$ cat src/rtl/uart_transmitter.sv
// uart_transmitter: frames parallel words onto a serial line as
// start bit, data LSB first, optional parity bit and stop bits.
module uart_transmitter #(
   parameter int DATA_WIDTH   = 8,
   parameter int STOP_BITS    = 1,
   parameter int CLKS_PER_BIT = 4,
   parameter int PARITY_EN    = 0,
   parameter int PARITY_ODD   = 0
) (
   input  logic                  clk,
   input  logic                  reset_n,
   input  logic [DATA_WIDTH-1:0] tx_data,
   input  logic                  tx_valid,
   output logic                  tx_ready,
   output logic                  tx_pin,
   output logic                  tx_busy
);

   localparam int BW = $clog2(CLKS_PER_BIT);
   localparam logic [BW-1:0] BAUD_LAST = BW'(CLKS_PER_BIT - 1);
   localparam logic [3:0] DATA_LAST = 4'(DATA_WIDTH - 1);
   localparam logic [3:0] STOP_LAST = 4'(STOP_BITS - 1);
   localparam logic ODD = (PARITY_ODD != 0);
   localparam logic HAS_PAR = (PARITY_EN != 0);

   typedef enum logic [2:0] {
      IDLE   = 3'd0,
      START  = 3'd1,
      DATA   = 3'd2,
      PARITY = 3'd3,
      STOP   = 3'd4
   } state_t;

   state_t                state;
   logic [BW-1:0]         baud_cnt;
   logic [3:0]            bit_cnt;
   logic [DATA_WIDTH-1:0] shift;
   logic                  parity_bit;
   logic                  bit_end;

   assign bit_end = (baud_cnt == BAUD_LAST);

   always_ff @(posedge clk or negedge reset_n) begin
      if (!reset_n) begin
         state      <= IDLE;
         baud_cnt   <= '0;
         bit_cnt    <= '0;
         shift      <= '0;
         parity_bit <= 1'b0;
         tx_pin     <= 1'b1;
         tx_ready   <= 1'b1;
         tx_busy    <= 1'b0;
      end else begin
         case (state)
            IDLE: begin
               baud_cnt <= '0;
               bit_cnt  <= '0;
               tx_pin   <= 1'b1;
               if (tx_valid && tx_ready) begin
                  shift      <= tx_data;
                  parity_bit <= ^tx_data ^ ODD;
                  state      <= START;
                  tx_pin     <= 1'b0;
                  tx_ready   <= 1'b0;
                  tx_busy    <= 1'b1;
               end
            end
            START: begin
               if (bit_end) begin
                  state    <= DATA;
                  baud_cnt <= '0;
                  bit_cnt  <= '0;
                  tx_pin   <= shift[0];
               end else begin
                  baud_cnt <= baud_cnt + 1'b1;
               end
            end
            DATA: begin
               if (bit_end) begin
                  baud_cnt <= '0;
                  shift    <= {1'b0, shift[DATA_WIDTH-1:1]};
                  if (bit_cnt == DATA_LAST) begin
                     bit_cnt <= '0;
                     if (HAS_PAR) begin
                        state  <= PARITY;
                        tx_pin <= parity_bit;
                     end else begin
                        state  <= STOP;
                        tx_pin <= 1'b1;
                     end
                  end else begin
                     bit_cnt <= bit_cnt + 4'd1;
                     // next bit is still one position up
                     tx_pin  <= shift[1];
                  end
               end else begin
                  baud_cnt <= baud_cnt + 1'b1;
               end
            end
            PARITY: begin
               if (bit_end) begin
                  state    <= STOP;
                  baud_cnt <= '0;
                  bit_cnt  <= '0;
                  tx_pin   <= 1'b1;
               end else begin
                  baud_cnt <= baud_cnt + 1'b1;
               end
            end
            STOP: begin
               tx_pin <= 1'b1;
               if (bit_end) begin
                  baud_cnt <= '0;
                  if (bit_cnt == STOP_LAST) begin
                     state    <= IDLE;
                     bit_cnt  <= '0;
                     tx_ready <= 1'b1;
                     tx_busy  <= 1'b0;
                  end else begin
                     bit_cnt <= bit_cnt + 4'd1;
                  end
               end else begin
                  baud_cnt <= baud_cnt + 1'b1;
               end
            end
            default: begin
               state    <= IDLE;
               baud_cnt <= '0;
               bit_cnt  <= '0;
               tx_pin   <= 1'b1;
               tx_ready <= 1'b1;
               tx_busy  <= 1'b0;
            end
         endcase
      end
   end

endmodule

$ cat config.mk
export PLATFORM = sky130hd
export DESIGN_NAME = uart_transmitter
export DESIGN_NICKNAME = d
export VERILOG_FILES = /design/src/rtl/uart_transmitter.sv
export SDC_FILE = /design/constraint.sdc
export NUM_CORES = 1
export LEC_CHECK = 0
export ABC_AREA = 1
export CORE_MARGIN = 2
export CORE_UTILIZATION = 44
export CTS_CLUSTER_DIAMETER = 120
export DETAILED_ROUTE_END_ITERATION = 10
export DONT_BUFFER_PORTS = 1
export HOLD_SLACK_MARGIN = 0.03
export MAX_ROUTING_LAYER = met4
export PLACE_DENSITY = 0.64
export SLEW_MARGIN = 40
export SYNTH_ARGS = -nofsm -noshare
export SYNTH_HDL_FRONTEND = slang
export SYNTH_SLANG_ARGS = --single-unit
$ cat constraint.sdc
create_clock -name clk -period 1.4 [get_ports clk]
set_input_delay 0.42 -clock clk [delete_from_list [all_inputs] [get_ports clk]]
set_output_delay 0.42 -clock clk [all_outputs]
set_load 0.05 [all_outputs]
==> results.md, run 1 <==
- P&R area growth vs syn: 15.68%
- Final setup viols: 2
- Final wirelength: 2401 um
- Crit path kind: flip-flop to primary output
- Avg Inst Size Synth: 7.714 um^2
- Worst path slowest cell: dfstp_2
- First-pass GRT wire length: 4043 um
- Required time of the worst setup path: 0.98 ns
- Max Slew Vio Count: 0
- DR pass1 iterations: 4
- Initial antenna violation count: 0
- Via Count: 988
- Min Clock Period, post-route: 1.429 ns
- Final core occ: 53.90%
- IO Port Bufs: 0
- Final nets: 180
- Seq cells post-synth: 20
- Sink Count: 20
- Clk_skew: 0.007006 ns
- CTS root buf: clkbuf_4
- Fin cells: 195
- Tot GR Track Use: 16.76%
- CP cell instances: buf_8
- Area of placed instances: 0.001212 mm^2
- Initial DRC Count: 15
- Peak VDD IR: 1.243 mV
- Status: finished with violations
- Most frequent cells after synthesis: nand2_1 (45), dfrtp_1 (18), inv_1 (17), nor2_1 (15), o21ai_0 (9)
- Multi-input gate area: 590.6 um^2
- Die Span Y: 55.46 um
- Critical path startpoint category: flip-flop
- Critical-path maximum fanout: 2
- Starting Density: 46.60%
- Worst Reg-to-Reg Cells: 8
- Worst-margin pin slew: 0.4466 ns
- Post-synth top area share: 38.67%
- Min-Delay Path Class: input pin to asynchronous set/reset pin
- Core Area: 0.002500 mm^2
- Largest net degree at the start of global routing: 21
- Hpwl dp: 1759 um
- R2r endpoint: state[2]
- Mapped Cells: 151
- Cts bufs inserted: 3
- WP data arrival: 1.01 ns
- Clk_lat worst skew: 0.30 ns
- DR WL/cell: 12.31 um
- Leak: 0.6779 nW
- Max Clock Freq: 699.6 MHz
- Hold WS: 0.04281 ns
- Die width: 55.46 um
- Count leader, synth: nand2_1
- Clock Path Buffers: 2
- Setup Total Neg Slack: -0.05317 ns
- Fraction of layout cells with a size suffix above 1: 29.09%
- Asr flop ratio synth: 100.0%
- Total gr overflow: 0
- Number of flops mapped to enable cells by yosys: 0
- Final hold vios: 0
- Die area: 0.003075 mm^2
- R2R setup slack: 0.07 ns
- Final instance area: 0.001348 mm^2
- CP top delay family: flip-flops
- PD cells: 1947 mW/mm^2
- YS warnings: 0
- Clk slew on worst S/H paths: 0.12 ns
- DP Cell Count: 183
- WP buf/inv: 1
- Slew HR: 70.23%
- Top FF cell, synth: dfrtp_1
- Vias per cell: 5.067
- RSZ-0062 raised after global routing: yes
- Std-Cell Rows: 18
- Period Utilization, post-route: 102.1%
- Number of global-route vias before repair: 944
- Sequential share of the synthesized area: 43.18%
- Synth top area cells: dfrtp_1 (39%), nand2_1 (15%), inv_1 (5.5%)
- CTS tree: done
- Max cap viols: 0
- Launching point of the worst reg2reg path: baud_cnt[0]
- Cell variety after synth: 27
- Filler instances: 244
- H-Tree Depth: 1
- DRC: 0
- Final ANT Viol Nets: 0
- Final WS setup: -0.02937 ns
- Largest stage delay, worst path: 0.57 ns
- Yosys top cell by area: dfrtp_1
- Failing checks: setup timing
- Routability cong.: 0.9040
- Crit. End Element: primary output
- Seq. cell area: 506.7 um^2
- Syn nets: 165
- Syn Std Cell Area: 0.001165 mm^2
- I/O Pins: 14
- # diodes: 0
## cells by family after synthesis
kind of cell / after synthesis / share of synthesized area [%]
and+or+nand+nor: 83 / 33.62
buffers and inverters: 24 / 9.559
AOI/OAI and AO/OA: 21 / 10.42
DFF: 20 / 43.18
adders and majority gates: 3 / 3.223
## cells in the final DEF, fill, tap and decap left out
| cell | instances |
|---|---|
| a21boi_0 | 1 |
| a21oi_1 | 1 |
| buf_2 | 1 |
| buf_4 | 11 |
| buf_8 | 1 |
| clkbuf_1 | 1 |
| clkbuf_4 | 3 |
| dfrtp_1 | 15 |
| dfrtp_2 | 3 |
| dfstp_2 | 2 |
| ha_1 | 2 |
| ha_2 | 1 |
| inv_1 | 15 |
| inv_2 | 5 |
| inv_6 | 1 |
| nand2_1 | 43 |
| nand2_2 | 5 |
| nand2_4 | 2 |
| nand3_1 | 7 |
| nand3_2 | 4 |
| nand3_4 | 1 |
| nand4_1 | 2 |
| nand4_2 | 1 |
| nor2_1 | 12 |
| nor2_2 | 2 |
| nor2_4 | 3 |
| nor3_1 | 1 |
| o2111ai_1 | 1 |
| o21ai_0 | 9 |
| o21ai_1 | 6 |
| o21ai_2 | 2 |
| o31ai_1 | 1 |
## metal layers
metal | vias to the layer above | GRT usage (%) | part of all wire (%)
met4 | 0 | 6.969 | 0.42
met2 | 15 | 27.21 | 51
met3 | 2 | 2.810 | 3.7
li1 | 504 | - | -
met1 | 467 | 20.65 | 45
met5 | - | - | 0
## final cells by class
| class | instances | area share, % |
|---|---|---|
| repair buffers | 13 | 7.614 |
| inverters | 21 | 6.221 |
| multi-input cells | 107 | 43.83 |
| clock buffers | 4 | 1.950 |
| flip-flops and latches | 20 | 37.60 |
| well taps | 30 | 2.786 |
## registers in the layout, indices dropped and copies added (netlist names)
name	cells
baud_cnt	2
bit_cnt	4
shift	8
state	3
tx_busy	1
tx_pin	1
tx_ready	1
## how the worst max path moves through the flow
stage | startpoint | endpoint | slack (ns) | cells past startpoint
2_1_floorplan | tx_ready | state[1] | 0.03 | 7
3_3_place_gp | bit_cnt[1] | state[2] | -0.06 | 8
3_5_place_dp | bit_cnt[1] | state[2] | -0.04 | 8
4_1_cts | tx_pin | tx_pin | -0.04 | 0
5_1_grt | tx_ready | tx_ready | -0.07 | 1
6_report | tx_ready | tx_ready | -0.03 | 1
## repair_timing
action | CTS | global route
pin swaps | 0 | 6
gates resized for setup | 4 | 14
setup endpoints to repair | 4 | 17
hold buffers | 1 | 0
buffers inserted | 2 | 5
endpoints found under the hold margin | 20 | 0
gates cloned | 0 | 0
## report_power, final
group,internal [mW],switching [mW],total [mW]
Clock,0.111,0.178,0.289
Combinational,0.487,0.772,1.26
Sequential,0.823,0.251,1.07
## per-stage QoR
| step | power [mW] | setup slack (ns) |
|---|---|---|
| after floorplan | 1.909 | 0.02908 |
| after global placement | 2.116 | -0.05933 |
| after detailed placement | 2.137 | -0.03942 |
| after CTS | 2.481 | -0.03778 |
| after global routing | 2.887 | -0.06940 |
| final | 2.623 | -0.02937 |
Power figures use the tool's default switching activity.
==> run 2, diff against run 1 <==
--- a/config.mk
+++ b/config.mk
@@ -6,6 +6,7 @@
 export NUM_CORES = 1
 export LEC_CHECK = 0
 export ABC_AREA = 1
+export ABC_CLOCK_PERIOD_IN_PS = 1400
 export CORE_MARGIN = 2
 export CORE_UTILIZATION = 44
 export CTS_CLUSTER_DIAMETER = 120
==> results of run 2 <==
The final DEF is identical to that of run 1; final timing and power are the same.
==> run 3, diff against run 2 <==
--- a/config.mk
+++ b/config.mk
@@ -9,12 +9,13 @@
 export ABC_CLOCK_PERIOD_IN_PS = 1400
 export CORE_MARGIN = 2
 export CORE_UTILIZATION = 44
-export CTS_CLUSTER_DIAMETER = 120
+export CTS_CLUSTER_DIAMETER = 200
 export DETAILED_ROUTE_END_ITERATION = 10
 export DONT_BUFFER_PORTS = 1
 export HOLD_SLACK_MARGIN = 0.03
 export MAX_ROUTING_LAYER = met4
 export PLACE_DENSITY = 0.64
+export SKIP_CTS_REPAIR_TIMING = 1
 export SLEW_MARGIN = 40
 export SYNTH_ARGS = -nofsm -noshare
 export SYNTH_HDL_FRONTEND = slang
==> results.md, run 3 (same netlist as run 1, synthesis figures left out) <==
- Total gr overflow: 0
- Worst path slowest cell: dfstp_2
- P&R area growth vs syn: 16.86%
- Vias per cell: 5.067
- Die area: 0.003075 mm^2
- Post-Place Worst Slack: -0.03942 ns
- Failing checks: setup timing
- Top reg by flops: shift
- Final WS setup: -0.05465 ns
- Hold WS: 0.2233 ns
- H-Tree Depth: 1
- Pint: 1.428 mW
- DR WL/cell: 12.52 um
- Critical-path maximum fanout: 4
- Clock Path Buffers: 2
- DP Cell Count: 183
- Die Span Y: 55.46 um
- WP buf/inv: 1
- Final wirelength: 2428 um
- Tot Pwr: 2.651 mW
- Min Clock Period, post-route: 1.455 ns
- Hpwl dp: 1759 um
- Clk slew on worst S/H paths: 0.12 ns
- Largest register FFs: 8
- Slew HR: 39.63%
- Starting Density: 46.60%
- PD cells: 1947 mW/mm^2
- Std-Cell Rows: 18
- Max Slew Vio Count: 0
- Peak VDD IR: 1.296 mV
- WP data arrival: 1.03 ns
- Initial antenna violation count: 0
- Tot GR Track Use: 16.51%
- Worst-margin pin slew: 0.9026 ns
- Net switching power of the design: 1.223 mW
- Crit path kind: flip-flop to primary output
- CP top delay family: flip-flops
- Core Area: 0.002500 mm^2
- RSZ-0062 raised after global routing: yes
- Via Count: 983
- DRC: 0
- Status: finished with violations
- Final instance area: 0.001361 mm^2
- Fin cells: 194
- DR pass1 iterations: 4
- IO Port Bufs: 0
- CTS tree: done
- Critical path startpoint category: flip-flop
- Initial DRC Count: 22
- I/O Pins: 14
- Area of placed instances: 0.001212 mm^2
- Filler instances: 243
- Largest net degree at the start of global routing: 21
- Max cap viols: 0
- Required time of the worst setup path: 0.98 ns
- Fraction of layout cells with a size suffix above 1: 27.44%
- Clk_lat worst skew: 0.31 ns
- Number of global-route vias before repair: 925
- Final hold vios: 0
- Final nets: 179
- Combinational power share: 48.1%
- Clk_skew: 0.01023 ns
- Max Clock Freq: 687.5 MHz
- Leak: 0.6719 nW
- Seq pwr share: 40.9%
- Sw Ratio: 46.14%
- Final ANT Viol Nets: 0
- Final core occ: 54.45%
- Most common cell after layout, fill and taps aside: nand2_1
- Crit. End Element: primary output
- CP cell instances: buf_8
- Top Registers: shift (8), bit_cnt (4), state (3)
- Clock power share: 11.0%
- Min-Delay Path Class: input pin to flip-flop
- Cts bufs inserted: 3
- # diodes: 0
- Die width: 55.46 um
- CTS root buf: clkbuf_4
- Routability cong.: 0.9040
- Sink Count: 20
- Largest stage delay, worst path: 0.59 ns
- Setup Total Neg Slack: -0.08031 ns
- First-pass GRT wire length: 3974 um
- Most frequent cells in the layout: nand2_1 (44), dfrtp_1 (15), inv_1 (14)
- Final setup viols: 2
- Period Utilization, post-route: 103.9%
run 3: worst paths after layout:
path                             start     endpoint  slack [ns]  cells after the start
max                           tx_ready     tx_ready       -0.05                      1
min                         tx_data[7]     shift[7]        0.22                      2
max reg2reg                 bit_cnt[1]     state[2]        0.08                      8
min reg2reg                baud_cnt[0]  baud_cnt[0]        0.47                      1
max in group asynchronous      reset_n      tx_busy        0.10                      1
min in group asynchronous      reset_n   bit_cnt[3]        0.67                      1
run 3: power groups by stage:
stage | logic, mW | registers [mW] | clock network (mW)
2_1_floorplan | 0.865 | 1.04 | 0
3_3_place_gp | 1.04 | 1.07 | 0
3_5_place_dp | 1.06 | 1.08 | 0
4_1_cts | 1.06 | 1.07 | 0.299
5_1_grt | 1.46 | 1.11 | 0.333
6_report | 1.27 | 1.08 | 0.292
run 3: layout make-up:
type | instances | area, um^2 | area share (%)
Tap cell | 30 | 37.54 | 2.757
Sequential cell | 20 | 506.7 | 37.22
Timing Repair Buffer | 12 | 100.1 | 7.353
Clock buffer | 4 | 26.28 | 1.930
Multi-Input combinational cell | 107 | 606.8 | 44.58
Inverter | 21 | 83.83 | 6.158
run 3: worst register-to-register path, cell delays in order, from the launching register on:
cell	delay (ns)
dfrtp_1	0.42
ha_2	0.21
nand2_2	0.08
nor2_4	0.14
nor2_2	0.05
nor2_2	0.14
nand2_2	0.07
nand2_1	0.06
nand2_1	0.05
run 3: metal layers:
metal  vias to the layer above  part of all wire (%)  wire length [um]  track usage (%)
met5                         -                     0                 0                -
met4                         0                   1.0                25            6.969
met3                         4                   3.5                85            3.044
met2                        13                    50              1226            26.36
met1                       461                    45              1091            20.51
li1                        505                     -                 -                -
